==> src/rtl/game_pkg.sv <==
// game_pkg: shared game-flow types and constants.
//   game_state_t : 3-bit game-flow state used by level_sequencer and exported on its state port.
//   BDR..CK2     : tile codes shared by the level modules and the renderer.
//   max_u        : elaboration-time maximum helper.
package game_pkg;

    typedef enum logic [2:0] {
        IDLE     = 3'd0,
        LOAD     = 3'd1,
        PLAY     = 3'd2,
        WIN      = 3'd3,
        LOSE     = 3'd4,
        DONE     = 3'd5,
        GAMEOVER = 3'd6
    } game_state_t;

    localparam logic [2:0] BDR = 3'd0;
    localparam logic [2:0] SKY = 3'd1;
    localparam logic [2:0] BLK = 3'd2;
    localparam logic [2:0] GND = 3'd3;
    localparam logic [2:0] TKN = 3'd4;
    localparam logic [2:0] CK1 = 3'd5;
    localparam logic [2:0] CK2 = 3'd6;

    function automatic int unsigned max_u(input int unsigned a, input int unsigned b);
        return (a > b) ? a : b;
    endfunction

endpackage

==> src/rtl/second_ticker.sv <==
// second_ticker: one-second tick generator for level_sequencer.
//   vga_clock : clock.
//   reset     : synchronous, active-high.
//   clear     : restarts the divider; the next tick comes CLOCK_HZ cycles later.
//   tick      : single-cycle pulse every CLOCK_HZ cycles.
module second_ticker #(
    parameter int unsigned CLOCK_HZ = 25_000_000
) (
    input  logic vga_clock,
    input  logic reset,
    input  logic clear,
    output logic tick
);

    localparam int unsigned CW = (CLOCK_HZ > 1) ? $clog2(CLOCK_HZ) : 1;
    localparam logic [CW-1:0] LAST = CW'(CLOCK_HZ - 1);

    logic [CW-1:0] count_q, count_d;

    // A tick coinciding with clear is kept: it is usually what caused the clear.
    assign tick = (count_q == LAST);

    always_comb begin
        count_d = count_q + 1'b1;
        if (tick)  count_d = '0;
        if (clear) count_d = '0;
    end

    always_ff @(posedge vga_clock) begin
        if (reset) count_q <= '0;
        else       count_q <= count_d;
    end

endmodule

==> src/rtl/level_sequencer.sv <==
// level_sequencer: game-flow controller selecting the active level, resetting it on entry,
// running the per-level countdown and tracking lives and the final outcome.
//   vga_clock, reset      : clock; synchronous active-high reset.
//   jump_button           : debounced start/continue button, rising edge acts.
//   level_win, level_lose : flags from the selected level, honoured only in PLAY.
//   level_sel             : level index for the mux (0 = attract screen).
//   level_reset           : active-low reset to the level modules, low throughout LOAD.
//   seconds               : seconds remaining in the current level.
//   state                 : current game_state_t.
//   game_won, game_lost   : high in DONE / GAMEOVER.
//   leds                  : {game_lost, game_won, lives[3:0], level_sel[3:0]}.
// Build option: define LEVEL_TIMER_EN to enable the countdown and timeout-to-LOSE; otherwise
// seconds stays at TIME_LIMIT and only WIN/LOSE hold timing uses the ticker.
module level_sequencer
    import game_pkg::*;
#(
    parameter int unsigned CLOCK_HZ     = 25_000_000,
    parameter int unsigned NUM_LEVELS   = 3,
    parameter int unsigned TIME_LIMIT   = 60,
    parameter int unsigned LIVES        = 3,
    parameter int unsigned LOAD_CYCLES  = 4,
    parameter int unsigned HOLD_SECONDS = 2
) (
    input  logic       vga_clock,
    input  logic       reset,
    input  logic       jump_button,
    input  logic       level_win,
    input  logic       level_lose,
    output logic [3:0] level_sel,
    output logic       level_reset,
    output int         seconds,
    output logic [2:0] state,
    output logic       game_won,
    output logic       game_lost,
    output logic [9:0] leds
);

    // One counter serves both LOAD cycles and WIN/LOSE hold ticks.
    localparam int unsigned   HOLD_MAX   = max_u(LOAD_CYCLES, HOLD_SECONDS);
    localparam int unsigned   HW         = $clog2(HOLD_MAX + 1);
    localparam logic [HW-1:0] LOAD_LAST  = HW'(LOAD_CYCLES - 1);
    localparam logic [HW-1:0] HOLD_LAST  = HW'(HOLD_SECONDS - 1);
    localparam logic [3:0]    LAST_LEVEL = 4'(NUM_LEVELS - 1);
    localparam logic [3:0]    LIVES_INIT = 4'(LIVES);
    localparam int            SECS_INIT  = int'(TIME_LIMIT);

    game_state_t   state_q, state_d;
    logic [3:0]    sel_q, sel_d, lives_q, lives_d;
    logic          lrst_q, lrst_d, won_q, won_d, lost_q, lost_d;
    logic          jump_prev_q;
    int            secs_q, secs_d;
    logic [HW-1:0] hold_q, hold_d;
    logic          tick, clear, jump_rise, lose_entry;

    assign jump_rise = jump_button & ~jump_prev_q;

    always_comb begin
        state_d    = state_q;
        sel_d      = sel_q;
        lives_d    = lives_q;
        won_d      = won_q;
        lost_d     = lost_q;
        secs_d     = secs_q;
        hold_d     = hold_q;
        lose_entry = 1'b0;

        unique case (state_q)
            IDLE: begin
                sel_d = 4'd0;
                if (jump_rise) begin
                    state_d = LOAD;
                    sel_d   = 4'd1;
                end
            end
            LOAD: begin
                if (hold_q == LOAD_LAST) state_d = PLAY;
                else                     hold_d  = hold_q + 1'b1;
            end
            PLAY: begin
                if (level_lose) begin
                    lose_entry = 1'b1;
                end else if (level_win) begin
                    state_d = WIN;
                end
`ifdef LEVEL_TIMER_EN
                else if (tick && secs_q > 0) begin
                    secs_d = secs_q - 1;
                    if (secs_q == 1) lose_entry = 1'b1;
                end
`endif
                if (lose_entry) begin
                    state_d = LOSE;
                    lives_d = (lives_q != 4'd0) ? lives_q - 4'd1 : 4'd0;
                end
            end
            WIN: begin
                if (tick) begin
                    if (hold_q != HOLD_LAST) begin
                        hold_d = hold_q + 1'b1;
                    end else if (sel_q == LAST_LEVEL) begin
                        state_d = DONE;
                        won_d   = 1'b1;
                    end else begin
                        state_d = LOAD;
                        sel_d   = sel_q + 4'd1;
                    end
                end
            end
            LOSE: begin
                if (tick) begin
                    if (hold_q != HOLD_LAST) begin
                        hold_d = hold_q + 1'b1;
                    end else if (lives_q == 4'd0) begin
                        state_d = GAMEOVER;
                        lost_d  = 1'b1;
                    end else begin
                        state_d = LOAD;
                    end
                end
            end
            DONE, GAMEOVER: begin
                if (jump_rise) begin
                    state_d = IDLE;
                    sel_d   = 4'd0;
                    lives_d = LIVES_INIT;
                    won_d   = 1'b0;
                    lost_d  = 1'b0;
                    secs_d  = SECS_INIT;
                end
            end
            default: state_d = IDLE;
        endcase

        if (state_d != state_q) hold_d = '0;
        if (state_d == LOAD)    secs_d = SECS_INIT;
        lrst_d = (state_d != LOAD);
    end

    // Divider restarts on every state entry and is held clear through LOAD.
    assign clear = (state_d != state_q) || (state_q == LOAD);

    second_ticker #(
        .CLOCK_HZ(CLOCK_HZ)
    ) u_ticker (
        .vga_clock(vga_clock),
        .reset    (reset),
        .clear    (clear),
        .tick     (tick)
    );

    always_ff @(posedge vga_clock) begin
        if (reset) begin
            state_q     <= IDLE;
            sel_q       <= 4'd0;
            lives_q     <= LIVES_INIT;
            won_q       <= 1'b0;
            lost_q      <= 1'b0;
            secs_q      <= SECS_INIT;
            hold_q      <= '0;
            lrst_q      <= 1'b1;
            jump_prev_q <= 1'b0;
        end else begin
            state_q     <= state_d;
            sel_q       <= sel_d;
            lives_q     <= lives_d;
            won_q       <= won_d;
            lost_q      <= lost_d;
            secs_q      <= secs_d;
            hold_q      <= hold_d;
            lrst_q      <= lrst_d;
            jump_prev_q <= jump_button;
        end
    end

    assign level_sel   = sel_q;
    assign level_reset = lrst_q;
    assign seconds     = secs_q;
    assign state       = state_q;
    assign game_won    = won_q;
    assign game_lost   = lost_q;
    assign leds        = {lost_q, won_q, lives_q, sel_q};

endmodule

==> config.mk <==
export PLATFORM = sky130hd
export DESIGN_NAME = level_sequencer
export DESIGN_NICKNAME = d
export VERILOG_FILES = /design/src/rtl/game_pkg.sv /design/src/rtl/second_ticker.sv /design/src/rtl/level_sequencer.sv
export SDC_FILE = /design/constraint.sdc
export NUM_CORES = 1
export LEC_CHECK = 0
export ABC_AREA = 1
export CORE_MARGIN = 1.5
export CORE_UTILIZATION = 56
export DETAILED_ROUTE_END_ITERATION = 6
export GPL_TIMING_DRIVEN = 0
export PLACE_DENSITY = 0.86
export SLEW_MARGIN = 20
export SYNTH_ARGS = -nofsm -noshare
export SYNTH_HDL_FRONTEND = slang
export SYNTH_SLANG_ARGS = --single-unit
export TNS_END_PERCENT = 10
==> constraint.sdc <==
create_clock -name vga_clock -period 3.7 [get_ports vga_clock]
set_input_delay 0.74 -clock vga_clock [delete_from_list [all_inputs] [get_ports vga_clock]]
set_output_delay 0.74 -clock vga_clock [all_outputs]
set_load 0.1 [all_outputs]
==> results.md <==
* Total detailed-routing wirelength at 5.31 mm
* Critical path required time at 2960 ps
* Reg2reg start: u_ticker.count_q[0]
* Clock tree root driver cell: clkbuf_8
* Overall track demand over capacity in global routing at 0.210
* Primary FF master, synth: dfxtp_1
* Number of synthesized register bits at 43
* Width of the chip at 74.2 µm
* Count of boundary I/O pins at 57
* Maximum vdd ir drop at 227 µV
* Worst setup skew after layout at 6.95 ps
* Number of max-slew violations in the final report at 0
* Async set-or-reset flop fraction in the synthesized netlist at 0
* Count of flip-flops with a built-in enable after synthesis at 0
* Setup slack, reg-to-reg at 1490 ps
* Hold buffers post-CTS at 0
* Area added between synthesis and finish at 18.6%
* Crit share post-route at 0.743
* Critical path launch point type: flip-flop
* CTS max path bufs at 2
* Unrepaired setup endpoints after global routing: false
* CP endpoint kind: output pin
* Initial DRC count at 96
* Summed instance area of the synthesized netlist at 2840 µm²
* Remaining DRCs at 0
* Worst setup path end: level_sel[0]
* H-tree Lvls at 2
* Worst path top cell family by delay: buffers and inverters
* Post-CTS Setup Repair Bufs at 0
* Resize count post-CTS at 0
* Setup TNS at 0 ps
* Die footprint at 5500 µm²
* Setup crit start: level_sel[0]
* Antenna diode count at 0
* Setup violation total in the final timing report at 0
* Clock slew seen by the registers of the worst setup and hold paths at 80 ps
* Max stage delay on crit path at 1120 ps
* Die H at 74.2 µm
* Slowest cell on crit path: clkdlybuf4s50_1
* Cell depth of the worst flop-to-flop path at 16
* Via count of the first global-routing pass at 2,140
* TritonCTS clock tree: done
* Endpoint of the worst register-to-register path: u_ticker.count_q[3]
* Worst slew slack as a fraction of its limit at 0.351
* Sinks on the clock net at 43
* Routability Congestion at 0.897
* Least-Margin Pin Slew at 970 ps
* Critical Path, Cell by Cell: buf_4 > clkdlybuf4s50_1
* Row count at 25
* Final worst path period need at 2750 ps
* Via total after detailed routing at 2,353
* Clock buffers created by TritonCTS at 5
* Cell count after synthesis at 376
* Result of the run: finished clean
* Final antenna-violating net count at 0
* Achievable Freq at 364 MHz
* Area used by sequential logic in the layout at 861 µm²
* Kind of critical path: flip-flop to output pin
* Placed wire-length estimate after detailed placement at 4.10 mm
* Crit path depth at 2
* Area of the multi-input gates at 1550 µm²
* Wire length of the first global-routing pass at 8.91 mm
* Number of nets in the final layout at 447
* Starting density of the core at 0.589
* Insertion delay to the later sink of the worst-skew pair at 300 ps
* Core outline area at 4820 µm²
* Average vias per placed instance at 4.67
* Summed area of non-filler cells in the final layout at 3360 µm²
* Leakage at 1.42 nW
* Hold violation count in the final report at 0
* Detail-routed net length per standard cell at 10.5 µm
* Avg Cell Area, Syn at 7.55 µm²
* # port buffers at 23
* Post-synthesis sequential area ratio at 0.303
* Max Fanout on Critical Path at 6
* Filler Cell Count at 407
* Antenna violations before repair at 0
* Fraction of layout instances using a drive strength above 1 at 0.222
* Minimum hold slack at 482 ps
* Number of distinct library cell variants in the gate-level netlist after synthesis at 34
* Max capacitance violation total at 0
* Arrival time reported for the critical path endpoint at 2010 ps
* Power per unit of standard cell area at 332 nW/µm²
* Post-place instance area at 3260 µm²
* Worst min path class: flip-flop to flip-flop
* Congestion Overflow GR at 0
* Total buffers and inverters traversed by the critical path at 2
* Maximum number of pins on one net before global-route repair at 13
* TritonRoute pass-1 iters at 4
* Warning count from the yosys run at 0
[where the power goes]
group	internal (W)	switching [W]	total, W
clock	0.000171	0.000161	0.000332
combinational	0.0000637	0.000244	0.000307
sequential	0.000470	0.00000855	0.000478
total	0.000704	0.000413	0.00112
[cells in the final DEF, fill, tap and decap left out, drive strengths merged]
cell type      instances
nor3                   9
or2                    1
buf                   41
xor2                  20
nand3b                 2
conb                  32
xnor2                  6
nand4                  7
nand3                 24
inv                   53
o221ai                 1
nand2                 61
clkinv                 1
nor3b                  2
nor4                   1
dfxtp                 43
o22ai                  1
clkbuf                 9
a21oi                 12
nor2                  69
clkdlybuf4s50         23
o211ai                 1
o21ai                 11
and2                   1
ha                     6
[sequential cells by signal (all words and copies together) (netlist names)]
register,cells
hold_q,3
level_reset,1
u_ticker.count_q,25
state,3
lives_q,4
game_won,1
game_lost,1
level_sel,4
jump_prev_q,1
[synth_stat cells, drive strengths merged, types with 2 or more instances]
cell type  count  share of area
a21oi         12          0.022
buf           41           0.12
conb           2         0.0026
dfxtp         43           0.30
ha             6          0.026
inv           53          0.070
nand2         61          0.085
nand3         24          0.050
nand3b         2         0.0053
nand4          7          0.015
nor2          69           0.16
nor3           9          0.016
nor3b          2         0.0088
o21ai         11          0.019
xnor2          6          0.019
xor2          20          0.062
[layout make-up]
cell class	count	area share
plain buffers	42	0.0993
clock buffers	8	0.0298
multi-input cells	267	0.462
inverters	54	0.0602
flip-flops and latches	43	0.256
repair buffers	23	0.0684
well taps	67	0.0249
[logic make-up (layout without fill, tap and decap cells)]
kind of cell	after synthesis	after routing	synth area share
AOI/OAI and AO/OA	26	26	0.0498
DFF	43	43	0.303
adders and majority gates	6	6	0.0265
other	2	32	0.00265
and+or+nand+nor	177	177	0.348
xor gates and xnor gates	26	26	0.0802
buffers and inverters	96	127	0.189
[worst min path at each step]
stage / from / to / cells after the start
after floorplan: u_ticker.count_q[0] / u_ticker.count_q[0] / 1
after global placement: u_ticker.count_q[0] / u_ticker.count_q[0] / 1
after detailed placement: u_ticker.count_q[0] / u_ticker.count_q[0] / 1
after CTS: u_ticker.count_q[0] / u_ticker.count_q[0] / 1
after global routing: u_ticker.count_q[0] / u_ticker.count_q[0] / 1
final: u_ticker.count_q[0] / u_ticker.count_q[0] / 1
[worst reg2reg max path, stage by stage (launching register included)]
cell     delay, ps
dfxtp_1        410
ha_1           220
nand3_2        140
inv_2           80
nand2_2         60
nor2_4         130
nand3_1         70
nand2_1        100
inv_1           50
nand2_1         80
nand2_1         80
nand2_1         80
nand2_2         70
nor2_4         140
nand3_4        160
buf_12         210
nor2_4          80
[stage by stage]
stage          cells  power (W)   util  setup WS, ps
5_1_grt          504    0.00116  0.698           904
2_1_floorplan    406   0.000767      -          1150
6_report         504    0.00112  0.698           953
3_5_place_dp     496   0.000794  0.678           942
4_1_cts          504    0.00112  0.698           950
3_3_place_gp     496   0.000792  0.678           980
[layer usage]
| layer | GRT usage | routed length [µm] |
|---|---|---|
| met3 | 0.0447 | 299 |
| met1 | 0.263 | 2330 |
| met5 | 0 | 0 |
| met4 | 0.0947 | 148 |
| met2 | 0.345 | 2530 |
Power figures use the tool's default switching activity.
